File: config.mk
export PLATFORM = sky130hd
export DESIGN_NAME = sum_display_driver
export DESIGN_NICKNAME = d
export VERILOG_FILES = /design/src/rtl/sum_display_driver.sv
export SDC_FILE = /design/constraint.sdc
export NUM_CORES = 1
export LEC_CHECK = 0
export CORE_UTILIZATION = 31
export DETAILED_ROUTE_END_ITERATION = 12
export GPL_TIMING_DRIVEN = 0
export PLACE_DENSITY_LB_ADDON = 0.1
export SKIP_LAST_GASP = 1
export SYNTH_ARGS = -nofsm -noshare
export SYNTH_HDL_FRONTEND = slang
export SYNTH_SLANG_ARGS = --single-unit
export TNS_END_PERCENT = 1
File: constraint.sdc
create_clock -name in_clk -period 3 [get_ports in_clk]
set_input_delay 0.75 -clock in_clk [delete_from_list [all_inputs] [get_ports in_clk]]
set_output_delay 0.75 -clock in_clk [all_outputs]
set_load 0.02 [all_outputs]
File: src/rtl/sum_display_driver.sv
// Converts a 5-bit adder sum to two BCD digits with a shift-and-add-3 sequencer
// and drives a two-digit multiplexed, active-low seven-segment display.
module sum_display_driver #(
    parameter int REFRESH_DIV = 50000,
    parameter bit BLANK_LZ    = 1'b1
) (
    input  logic       in_clk,
    input  logic       in_rst_n,
    input  logic [4:0] in_sum,
    input  logic       in_load,
    output logic [6:0] out_seg,
    output logic [1:0] out_an,
    output logic       out_busy,
    output logic       out_done
);

    localparam int CNT_W = $clog2(REFRESH_DIV);

    typedef enum logic [1:0] {IDLE, CONV, COMMIT} state_e;

    state_e      state_q;
    logic [4:0]  shift_q;
    logic [3:0]  tens_q;
    logic [3:0]  ones_q;
    logic [2:0]  iter_q;
    logic        busy_q;
    logic        done_q;

    logic [3:0]  tensAdj;
    logic [3:0]  onesAdj;
    logic [12:0] dabble;

    // One double-dabble step: correct each BCD nibble, then shift the whole chain.
    always_comb begin
        onesAdj = (ones_q >= 4'd5) ? ones_q + 4'd3 : ones_q;
        tensAdj = (tens_q >= 4'd5) ? tens_q + 4'd3 : tens_q;
        dabble  = {tensAdj, onesAdj, shift_q} << 1;
    end

    // busy_q stays high through the done cycle, so a load there is also ignored.
    always_ff @(posedge in_clk or negedge in_rst_n) begin
        if (!in_rst_n) begin
            state_q <= IDLE;
            shift_q <= '0;
            tens_q  <= '0;
            ones_q  <= '0;
            iter_q  <= '0;
            busy_q  <= 1'b0;
            done_q  <= 1'b0;
        end else begin
            done_q <= 1'b0;
            case (state_q)
                IDLE: begin
                    busy_q <= 1'b0;
                    if (in_load && !busy_q) begin
                        shift_q <= in_sum;
                        tens_q  <= '0;
                        ones_q  <= '0;
                        iter_q  <= '0;
                        busy_q  <= 1'b1;
                        state_q <= CONV;
                    end
                end
                CONV: begin
                    {tens_q, ones_q, shift_q} <= dabble;
                    iter_q <= iter_q + 3'd1;
                    if (iter_q == 3'd4) begin
                        state_q <= COMMIT;
                    end
                end
                COMMIT: begin
                    done_q  <= 1'b1;
                    state_q <= IDLE;
                end
                default: begin
                    state_q <= IDLE;
                end
            endcase
        end
    end

    logic [3:0]       dispTens_q, dispTens_d;
    logic [3:0]       dispOnes_q, dispOnes_d;
    logic [CNT_W-1:0] refreshCnt_q, refreshCnt_d;
    logic             selTens_q, selTens_d;
    logic [3:0]       digit;
    logic [6:0]       seg_q, seg_d;
    logic [1:0]       an_q, an_d;

    // Segments are computed from next-cycle digit values so a commit is visible immediately.
    always_comb begin
        dispTens_d = dispTens_q;
        dispOnes_d = dispOnes_q;
        if (state_q == COMMIT) begin
            dispTens_d = tens_q;
            dispOnes_d = ones_q;
        end

        if (refreshCnt_q == CNT_W'(REFRESH_DIV - 1)) begin
            refreshCnt_d = '0;
            selTens_d    = ~selTens_q;
        end else begin
            refreshCnt_d = refreshCnt_q + CNT_W'(1);
            selTens_d    = selTens_q;
        end

        digit = selTens_d ? dispTens_d : dispOnes_d;
        case (digit)
            4'd0:    seg_d = 7'b1000000;
            4'd1:    seg_d = 7'b1111001;
            4'd2:    seg_d = 7'b0100100;
            4'd3:    seg_d = 7'b0110000;
            4'd4:    seg_d = 7'b0011001;
            4'd5:    seg_d = 7'b0010010;
            4'd6:    seg_d = 7'b0000010;
            4'd7:    seg_d = 7'b1111000;
            4'd8:    seg_d = 7'b0000000;
            4'd9:    seg_d = 7'b0010000;
            default: seg_d = 7'b0111111;
        endcase
        if (BLANK_LZ && selTens_d && (dispTens_d == 4'd0)) begin
            seg_d = 7'b1111111;
        end

        an_d = selTens_d ? 2'b01 : 2'b10;
    end

    always_ff @(posedge in_clk or negedge in_rst_n) begin
        if (!in_rst_n) begin
            dispTens_q   <= '0;
            dispOnes_q   <= '0;
            refreshCnt_q <= '0;
            selTens_q    <= 1'b0;
            seg_q        <= 7'b1000000;
            an_q         <= 2'b10;
        end else begin
            dispTens_q   <= dispTens_d;
            dispOnes_q   <= dispOnes_d;
            refreshCnt_q <= refreshCnt_d;
            selTens_q    <= selTens_d;
            seg_q        <= seg_d;
            an_q         <= an_d;
        end
    end

    assign out_seg  = seg_q;
    assign out_an   = an_q;
    assign out_busy = busy_q;
    assign out_done = done_q;

endmodule

==> impl_metrics.prom, run 1 <==
# TYPE chip_impl_metric gauge
chip_impl_info{name="global_route.peak_usage_layer",value="met2"} 1
chip_impl_metric{name="p_leak",unit="nW"} 1.48
chip_impl_metric{name="grt_use_met1",unit="%"} 16.4
chip_impl_metric{name="drt.antenna.violating_nets",unit=""} 0
chip_impl_metric{name="insertion_delay",unit="ns"} 0.31
chip_impl_metric{name="first_pass_grt_wire_length",unit="µm"} 8550
chip_impl_metric{name="drtPass1Iterations",unit=""} 4
chip_impl_metric{name="slew_violations",unit=""} 0
chip_impl_metric{name="place.detailed.hpwl",unit="µm"} 3480
chip_impl_info{name="cp_cell_sequence",value="ha_1 -> and3_1 -> and4_4 -> xnor2_4 -> inv_4 -> mux2i_1 -> inv_1 -> ha_1 -> mux2i_1 -> a22oi_1"} 1
chip_impl_metric{name="clock_path_buffers",unit=""} 2
chip_impl_metric{name="slew_margin_rel",unit="%"} 47.2
chip_impl_metric{name="cts_inserted_buffers",unit=""} 5
chip_impl_metric{name="worst_ep_arrival_time",unit="ns"} 2.81
chip_impl_metric{name="synth_seq_cells",unit=""} 53
chip_impl_metric{name="top_level_ports",unit=""} 19
chip_impl_info{name="worst_r2r_endpoint",value="out_seg[0]"} 1
chip_impl_info{name="end_kind",value="flop"} 1
chip_impl_metric{name="ctsHoldBuffers",unit=""} 0
chip_impl_metric{name="die_height",unit="µm"} 94.5
chip_impl_metric{name="dp_cells",unit=""} 373
chip_impl_metric{name="tightest_slew",unit="ns"} 0.781
chip_impl_metric{name="post_cts_clock_slew_at_the_launch_and_capture_registers_of_the_worst_setup_and_hold_paths",unit="ns"} 0.10
chip_impl_metric{name="synth_async_sr_flop_share",unit="%"} 100
chip_impl_metric{name="synth_enable_flop_cells",unit=""} 0
chip_impl_metric{name="timing.final.hold_violations",unit=""} 0
chip_impl_info{name="worstSetupPathType",value="flop to flop"} 1
chip_impl_metric{name="route.detailed.drc",unit=""} 0
chip_impl_metric{name="dieArea",unit="mm²"} 0.00894
chip_impl_metric{name="fp-row-count",unit=""} 33
chip_impl_metric{name="io_buffers",unit=""} 18
chip_impl_info{name="primary_ff_master_synth",value="dfrtp_1"} 1
chip_impl_metric{name="timing.max_cap.violations",unit=""} 0
chip_impl_metric{name="timing.critical_path.depth",unit=""} 10
chip_impl_metric{name="reg2regPathDepth",unit=""} 10
chip_impl_metric{name="max_freq",unit="MHz"} 382
chip_impl_info{name="critical_path.endpoint",value="out_seg[0]"} 1
chip_impl_info{name="worstHoldPathType",value="input pin to asynchronous set/reset pin"} 1
chip_impl_metric{name="dr_total_vias",unit=""} 1768
chip_impl_metric{name="clock_sinks",unit=""} 53
chip_impl_metric{name="antenna_cells",unit=""} 0
chip_impl_info{name="setup_crit_start",value="refreshCnt_q[0]"} 1
chip_impl_metric{name="postCtsResizedCells",unit=""} 0
chip_impl_metric{name="met2_usage",unit="%"} 20.0
chip_impl_metric{name="grt_antenna_before_repair",unit=""} 0
chip_impl_metric{name="seq_area_frac_synth",unit="%"} 50.0
chip_impl_metric{name="synthesis.area",unit="mm²"} 0.00266
chip_impl_metric{name="worst_clock_skew",unit="ns"} 0.00794
chip_impl_metric{name="use_met3",unit="%"} 2.74
chip_impl_info{name="cts.root.buffer_cell",value="clkbuf_8"} 1
chip_impl_metric{name="syn_area_per_cell",unit="µm²"} 10.7
chip_impl_metric{name="detail_route.vias_per_cell",unit=""} 4.64
chip_impl_metric{name="routed_wirelength",unit="µm"} 4880
chip_impl_metric{name="layout.cells.non_filler",unit=""} 381
chip_impl_metric{name="gr-usage-all-layers",unit="%"} 12.4
chip_impl_metric{name="dpl-instance-area",unit="mm²"} 0.00298
chip_impl_info{name="cp-start-kind",value="flop"} 1
chip_impl_info{name="crit_path_max_delay_family",value="multiplexers"} 1
chip_impl_metric{name="grt_pass1_vias",unit=""} 1801
chip_impl_metric{name="synth_nets",unit=""} 270
chip_impl_metric{name="finish.instance_area",unit="mm²"} 0.00309
chip_impl_metric{name="remaining_overflow_grt",unit=""} 0
chip_impl_metric{name="initial_utilization",unit="%"} 32.2
chip_impl_metric{name="final.period_utilization",unit="%"} 87.3
chip_impl_info{name="cp_slowest_cell",value="dfrtp_1"} 1
chip_impl_metric{name="coreArea",unit="mm²"} 0.00826
chip_impl_info{name="synthDominantAreaCellType",value="dfrtp_1"} 1
chip_impl_info{name="dominant_cells_by_area_after_synthesis",value="dfrtp_1, ha_1, nor2_1"} 1
chip_impl_metric{name="crit_path_required_time",unit="ns"} 3.19
chip_impl_metric{name="drt-wirelength-per-cell",unit="µm"} 12.8
chip_impl_info{name="run_status",value="complete, no violations"} 1
chip_impl_info{name="cts_tree",value="yes"} 1
chip_impl_metric{name="r2r_setup_slk",unit="ns"} 0.38
chip_impl_metric{name="worst-path-buf-inv",unit=""} 2
chip_impl_metric{name="power.density",unit="mW/mm²"} 857
chip_impl_metric{name="drive_gt1_share",unit="%"} 9.78
chip_impl_metric{name="cts_setup_buffers",unit=""} 0
chip_impl_metric{name="netlist.area_leader.share",unit="%"} 48.1
chip_impl_metric{name="detailedRoute.firstIterationViolations",unit=""} 35
chip_impl_metric{name="h-tree-depth",unit=""} 2
chip_impl_metric{name="ir_drop",unit="mV"} 0.347
chip_impl_metric{name="gp_congestion",unit=""} 0.778
chip_impl_metric{name="grt_start_max_net_pins",unit=""} 38
chip_impl_metric{name="area.growth.synth_to_final",unit="%"} 16.5
chip_impl_metric{name="finalSetupViolCount",unit=""} 0
chip_impl_info{name="worstReg2RegStart",value="refreshCnt_q[0]"} 1
chip_impl_metric{name="crit_fanout",unit=""} 5
chip_impl_metric{name="finish.net_count",unit=""} 296
chip_impl_metric{name="yosysUniqueCellTypes",unit=""} 46
chip_impl_metric{name="critical_path.max_stage_delay",unit="ns"} 0.41
chip_impl_info{name="grt_setup_unrepaired",value="no"} 1
chip_impl_metric{name="synthesis.yosys.warnings",unit=""} 0
chip_impl_metric{name="post-route-min-period",unit="ns"} 2.62
chip_impl_metric{name="die-width",unit="µm"} 94.5
chip_impl_metric{name="syn_inst",unit=""} 249
## routing by layer
metal  part of all wire, %  wire length, µm
met4                   1.4               68
met1                    52             2520
met2                    44             2150
met3                   3.0              144
met5                     0                0
## worst reg2reg max path: cells and delay by family, from the launching register on
family | cells | cell delay [ns]
adders and majority gates | 2 | 0.44
muxes | 2 | 0.59
and+or+nand+nor | 2 | 0.44
DFF | 1 | 0.41
xor gates and xnor gates | 1 | 0.25
AOI/OAI and AO/OA | 1 | 0.12
buffers and inverters | 2 | 0.24
## how the worst min path moves through the flow
| stage | start | to | cells after the start |
|---|---|---|---|
| final | in_rst_n | refreshCnt_q[8] | 1 |
| after detailed placement | refreshCnt_q[0] | refreshCnt_q[0] | 1 |
| after global placement | refreshCnt_q[0] | refreshCnt_q[0] | 1 |
| after CTS | in_rst_n | refreshCnt_q[8] | 1 |
| after global routing | in_rst_n | refreshCnt_q[8] | 1 |
| after floorplan | refreshCnt_q[0] | refreshCnt_q[0] | 1 |
## synthesized netlist by cell type, types with 2 or more instances
master	number
nor2_1	32
mux2i_1	11
nand2b_1	5
o22ai_1	4
nand3_1	12
nand3b_1	2
o31ai_1	5
o21ai_0	10
dfrtp_1	51
a32o_1	2
a211oi_1	5
nand4_1	4
ha_1	13
xnor2_1	9
dfstp_2	2
nand2_1	15
clkbuf_1	5
and4bb_1	2
xor2_1	9
a21o_1	2
and3_2	2
and3b_1	2
inv_1	16
a21oi_1	7
## placed cells by master (no fill, tap or decap), types with 2 or more instances in the layout
| master | count |
|---|---|
| a32o_1 | 2 |
| nand2b_1 | 5 |
| and3b_1 | 2 |
| clkbuf_1 | 6 |
| nand3b_1 | 2 |
| a21oi_1 | 7 |
| dfrtp_1 | 51 |
| and3_2 | 2 |
| ha_1 | 13 |
| nand2_1 | 15 |
| xor2_1 | 9 |
| o22ai_1 | 4 |
| o31ai_1 | 5 |
| o21ai_0 | 10 |
| a211oi_1 | 5 |
| clkdlybuf4s50_1 | 17 |
| dfstp_2 | 2 |
| nand4_1 | 4 |
| mux2i_1 | 11 |
| a21o_1 | 2 |
| and4bb_1 | 2 |
| nor2_1 | 32 |
| nand3_1 | 12 |
| clkbuf_8 | 5 |
| inv_1 | 16 |
| xnor2_1 | 9 |
| buf_2 | 2 |
## kinds of logic after synthesis
kind of cell             synth area share (%)
flip-flops                               50.0
buffers and inverters                    4.81
multiplexers                             5.56
XOR/XNOR                                 6.98
AND/OR/NAND/NOR                          16.8
adder cells (fa/ha/maj)                  6.13
AO/OA/AOI/OAI                            9.66
## through the flow
step / hold WS, ns / utilization [%] / TNS (ns) / worst slack [ns] / power [W]
finish: 0.348 / 37.5 / 0 / 0.381 / 0.00265
global route: 0.364 / 37.5 / 0 / 0.150 / 0.00288
CTS: 0.358 / 37.5 / 0 / 0.340 / 0.00269
detailed placement: 0.470 / 36.1 / 0 / 0.295 / 0.00219
global placement: 0.468 / 35.9 / -28.38 / -0.561 / 0.00217
floorplan: 0.443 / - / 0 / 0.716 / 0.00185
## where the power goes
group,internal [W],switching [W],leakage [nW],total [W]
Clock,0.000251,0.000241,0.0554,0.000492
Combinational,0.000483,0.000621,0.742,0.00110
Sequential,0.000924,0.000130,0.680,0.00105
## area by class of cell
type | count | area (µm²)
Clock buffer | 6 | 72.6
Inverter | 18 | 70.1
Tap cell | 105 | 131
Clock inverter | 2 | 38.8
Buffer | 9 | 57.6
Fill cell | 870 | 5160
Multi-Input combinational cell | 169 | 1200
Sequential cell | 53 | 1330
Timing Repair Buffer | 19 | 195
## flip-flops by register name (all words and copies together), names as in the netlist
register,cells
out_an,2
out_busy,1
dispTens_q,4
out_done,1
shift_q,5
refreshCnt_q,16
iter_q,3
ones_q,4
state_q,2
dispOnes_q,4
tens_q,4
out_seg,7
No activity file was read; power rests on OpenSTA's default activity.
==> run 2: changes to the inputs <==
--- a/config.mk
+++ b/config.mk
@@ -7,8 +7,9 @@
 export LEC_CHECK = 0
 export CORE_UTILIZATION = 31
 export DETAILED_ROUTE_END_ITERATION = 12
+export DONT_BUFFER_PORTS = 1
 export GPL_TIMING_DRIVEN = 0
-export PLACE_DENSITY_LB_ADDON = 0.1
+export PLACE_DENSITY = 0.49
 export SKIP_LAST_GASP = 1
 export SYNTH_ARGS = -nofsm -noshare
 export SYNTH_HDL_FRONTEND = slang
==> constraint.sdc (replaced) <==
create_clock -name in_clk -period 2.5 [get_ports in_clk]
set_input_delay 0.625 -clock in_clk [delete_from_list [all_inputs] [get_ports in_clk]]
set_output_delay 0.625 -clock in_clk [all_outputs]
set_load 0.02 [all_outputs]
==> impl_metrics.prom, run 2 (synthesis results as in run 1) <==
# TYPE chip_impl_metric gauge
chip_impl_metric{name="die-width",unit="µm"} 94.5
chip_impl_info{name="worstSetupPathType",value="flop to flop"} 1
chip_impl_metric{name="timing.max_cap.violations",unit=""} 0
chip_impl_info{name="largest_register",value="refreshCnt_q"} 1
chip_impl_metric{name="clock_path_buffers",unit=""} 2
chip_impl_metric{name="finalSetupViolCount",unit=""} 0
chip_impl_metric{name="num-fill-cells",unit=""} 852
chip_impl_info{name="final_common_cell",value="dfrtp_1"} 1
chip_impl_metric{name="fp-row-count",unit=""} 33
chip_impl_info{name="global_route.peak_usage_layer",value="met2"} 1
chip_impl_metric{name="ir_drop",unit="mV"} 0.322
chip_impl_metric{name="finish.net_count",unit=""} 285
chip_impl_metric{name="area.growth.synth_to_final",unit="%"} 11.9
chip_impl_metric{name="slew_margin_rel",unit="%"} 40.5
chip_impl_metric{name="worst_ep_arrival_time",unit="ns"} 2.54
chip_impl_metric{name="slew_violations",unit=""} 0
chip_impl_metric{name="number_of_flip_flops_in_the_largest_register",unit=""} 16
chip_impl_info{name="cp-start-kind",value="flop"} 1
chip_impl_metric{name="clock_sinks",unit=""} 53
chip_impl_info{name="worstHoldPathType",value="input pin to asynchronous set/reset pin"} 1
chip_impl_metric{name="insertion_delay",unit="ns"} 0.30
chip_impl_metric{name="met2_usage",unit="%"} 20.8
chip_impl_metric{name="dr_total_vias",unit=""} 1741
chip_impl_metric{name="first_pass_grt_wire_length",unit="µm"} 8580
chip_impl_metric{name="coreArea",unit="mm²"} 0.00826
chip_impl_metric{name="tightest_slew",unit="ns"} 0.880
chip_impl_metric{name="post-route-min-period",unit="ns"} 2.34
chip_impl_metric{name="max_freq",unit="MHz"} 427
chip_impl_metric{name="post_cts_clock_slew_at_the_launch_and_capture_registers_of_the_worst_setup_and_hold_paths",unit="ns"} 0.09
chip_impl_metric{name="gp_congestion",unit=""} 0.695
chip_impl_metric{name="detailedRoute.firstIterationViolations",unit=""} 38
chip_impl_metric{name="timing.final.hold_violations",unit=""} 0
chip_impl_metric{name="detail_route.vias_per_cell",unit=""} 4.72
chip_impl_metric{name="grt_use_met1",unit="%"} 16.1
chip_impl_info{name="end_kind",value="flop"} 1
chip_impl_metric{name="dpl-instance-area",unit="mm²"} 0.00279
chip_impl_info{name="cts.root.buffer_cell",value="clkbuf_8"} 1
chip_impl_metric{name="crit_path_required_time",unit="ns"} 2.69
chip_impl_metric{name="cts_inserted_buffers",unit=""} 5
chip_impl_metric{name="p_leak",unit="nW"} 1.43
chip_impl_metric{name="use_met3",unit="%"} 3.38
chip_impl_metric{name="crit_fanout",unit=""} 5
chip_impl_metric{name="drive_gt1_share",unit="%"} 12.9
chip_impl_metric{name="remaining_overflow_grt",unit=""} 0
chip_impl_metric{name="grt_pass1_vias",unit=""} 1775
chip_impl_metric{name="layout.cells.non_filler",unit=""} 369
chip_impl_info{name="cts_tree",value="yes"} 1
chip_impl_metric{name="finish.instance_area",unit="mm²"} 0.00297
chip_impl_metric{name="top_level_ports",unit=""} 19
chip_impl_info{name="leading_cell_types_in_the_layout_fill_and_taps_excluded",value="dfrtp_1, nor2_1, inv_1"} 1
chip_impl_metric{name="grt_antenna_before_repair",unit=""} 0
chip_impl_metric{name="place.detailed.hpwl",unit="µm"} 3430
chip_impl_metric{name="routed_wirelength",unit="µm"} 4990
chip_impl_metric{name="initial_utilization",unit="%"} 32.2
chip_impl_metric{name="grt_start_max_net_pins",unit=""} 38
chip_impl_metric{name="dieArea",unit="mm²"} 0.00894
chip_impl_info{name="run_status",value="complete, no violations"} 1
chip_impl_metric{name="drtPass1Iterations",unit=""} 4
chip_impl_metric{name="gr-usage-all-layers",unit="%"} 12.6
chip_impl_metric{name="route.detailed.drc",unit=""} 0
chip_impl_metric{name="io_buffers",unit=""} 0
chip_impl_info{name="grt_setup_unrepaired",value="no"} 1
chip_impl_metric{name="h-tree-depth",unit=""} 2
chip_impl_metric{name="drt-wirelength-per-cell",unit="µm"} 13.5
chip_impl_metric{name="antenna_cells",unit=""} 0
chip_impl_metric{name="worst_clock_skew",unit="ns"} 0.00617
chip_impl_metric{name="dp_cells",unit=""} 354
chip_impl_metric{name="final.period_utilization",unit="%"} 93.7
chip_impl_metric{name="drt.antenna.violating_nets",unit=""} 0
chip_impl_metric{name="die_height",unit="µm"} 94.5
chip_impl_metric{name="power.density",unit="mW/mm²"} 1010
run 2: cell count changes in the layout (fill, tap and decap cells not counted), sizes merged:
| cell | before | now |
|---|---|---|
| clkinv | 1 | 0 |
| clkbuf | 11 | 13 |
| dlygate4sd3 | 0 | 1 |
| bufinv | 1 | 0 |
| buf | 6 | 10 |
| clkdlybuf4s50 | 17 | 0 |
run 2: per-stage QoR:
step	power, W	setup TNS [ns]	hold WS (ns)	util (%)	worst slack [ns]
4_1_cts	0.00302	0	0.141	35.3	0.0535
6_report	0.00301	0	0.159	36.0	0.157
5_1_grt	0.00330	0	0.132	36.0	0.00723
2_1_floorplan	0.00222	0	0.329	-	0.216
3_5_place_dp	0.00248	-0.293	0.331	33.7	-0.104
3_3_place_gp	0.00246	-0.270	0.332	33.7	-0.100
run 2: area by class of cell:
class | count | area, µm² | share of cell area (%)
plain buffers | 9 | 60.1 | 2.02
clock buffers | 7 | 86.3 | 2.91
inverters | 18 | 70.1 | 2.36
multi-input cells | 169 | 1220 | 41.0
flip-flops and latches | 53 | 1330 | 44.7
well taps | 105 | 131 | 4.42
repair buffers | 8 | 75.1 | 2.53
run 2: final timing paths:
check,start,end,slack [ns],depth (start not counted)
worst max-delay path,refreshCnt_q[0],out_seg[4],0.16,10
worst min-delay path,in_rst_n,out_an[0],0.16,1
worst max register to register,refreshCnt_q[0],out_seg[4],0.16,10
worst min register to register,shift_q[4],ones_q[0],0.48,2
max in group asynchronous,in_rst_n,refreshCnt_q[13],1.23,1
min in group in_clk,in_sum[0],shift_q[0],0.43,2
run 2: repair_timing:
item / 4_1_cts / 5_1_grt
hold endpoints to repair: 37 / 0
buffers inserted: 0 / 6
hold buffers: 2 / 0
pin swaps: 0 / 4
setup endpoints to repair: 5 / 5
resized for setup: 2 / 4
run 2: metal layers:
metal | part of all wire, % | vias up
met1 | 48 | 847
met2 | 48 | 15
met5 | 0 | -
met4 | 0.96 | 0
met3 | 2.8 | 4
li1 | - | 875
run 2: power by group:
| group | leakage [nW] | internal, W | switching, W |
|---|---|---|---|
| Combinational | 0.706 | 0.000516 | 0.000663 |
| Clock | 0.0443 | 0.000220 | 0.000257 |
| Sequential | 0.680 | 0.00111 | 0.000242 |
| Total | 1.43 | 0.00185 | 0.00116 |
run 2: worst max-delay path, cell delays in order (launching register included):
cell and delay [ns]:
dfrtp_1 0.40, ha_1 0.23, and3_4 0.20, and4_4 0.20
xnor2_4 0.17, inv_4 0.11, mux2i_4 0.30, ha_2 0.23
nand3b_1 0.10, o211ai_1 0.10, a21o_1 0.19
==> run 3: changes to the inputs <==
--- a/config.mk
+++ b/config.mk
@@ -11,6 +11,7 @@
 export GPL_TIMING_DRIVEN = 0
 export PLACE_DENSITY = 0.49
 export SKIP_LAST_GASP = 1
+export SLEW_MARGIN = 15
 export SYNTH_ARGS = -nofsm -noshare
 export SYNTH_HDL_FRONTEND = slang
 export SYNTH_SLANG_ARGS = --single-unit
==> results of run 3 <==
No change in the layout: final DEF, timing and power equal those of run 2.
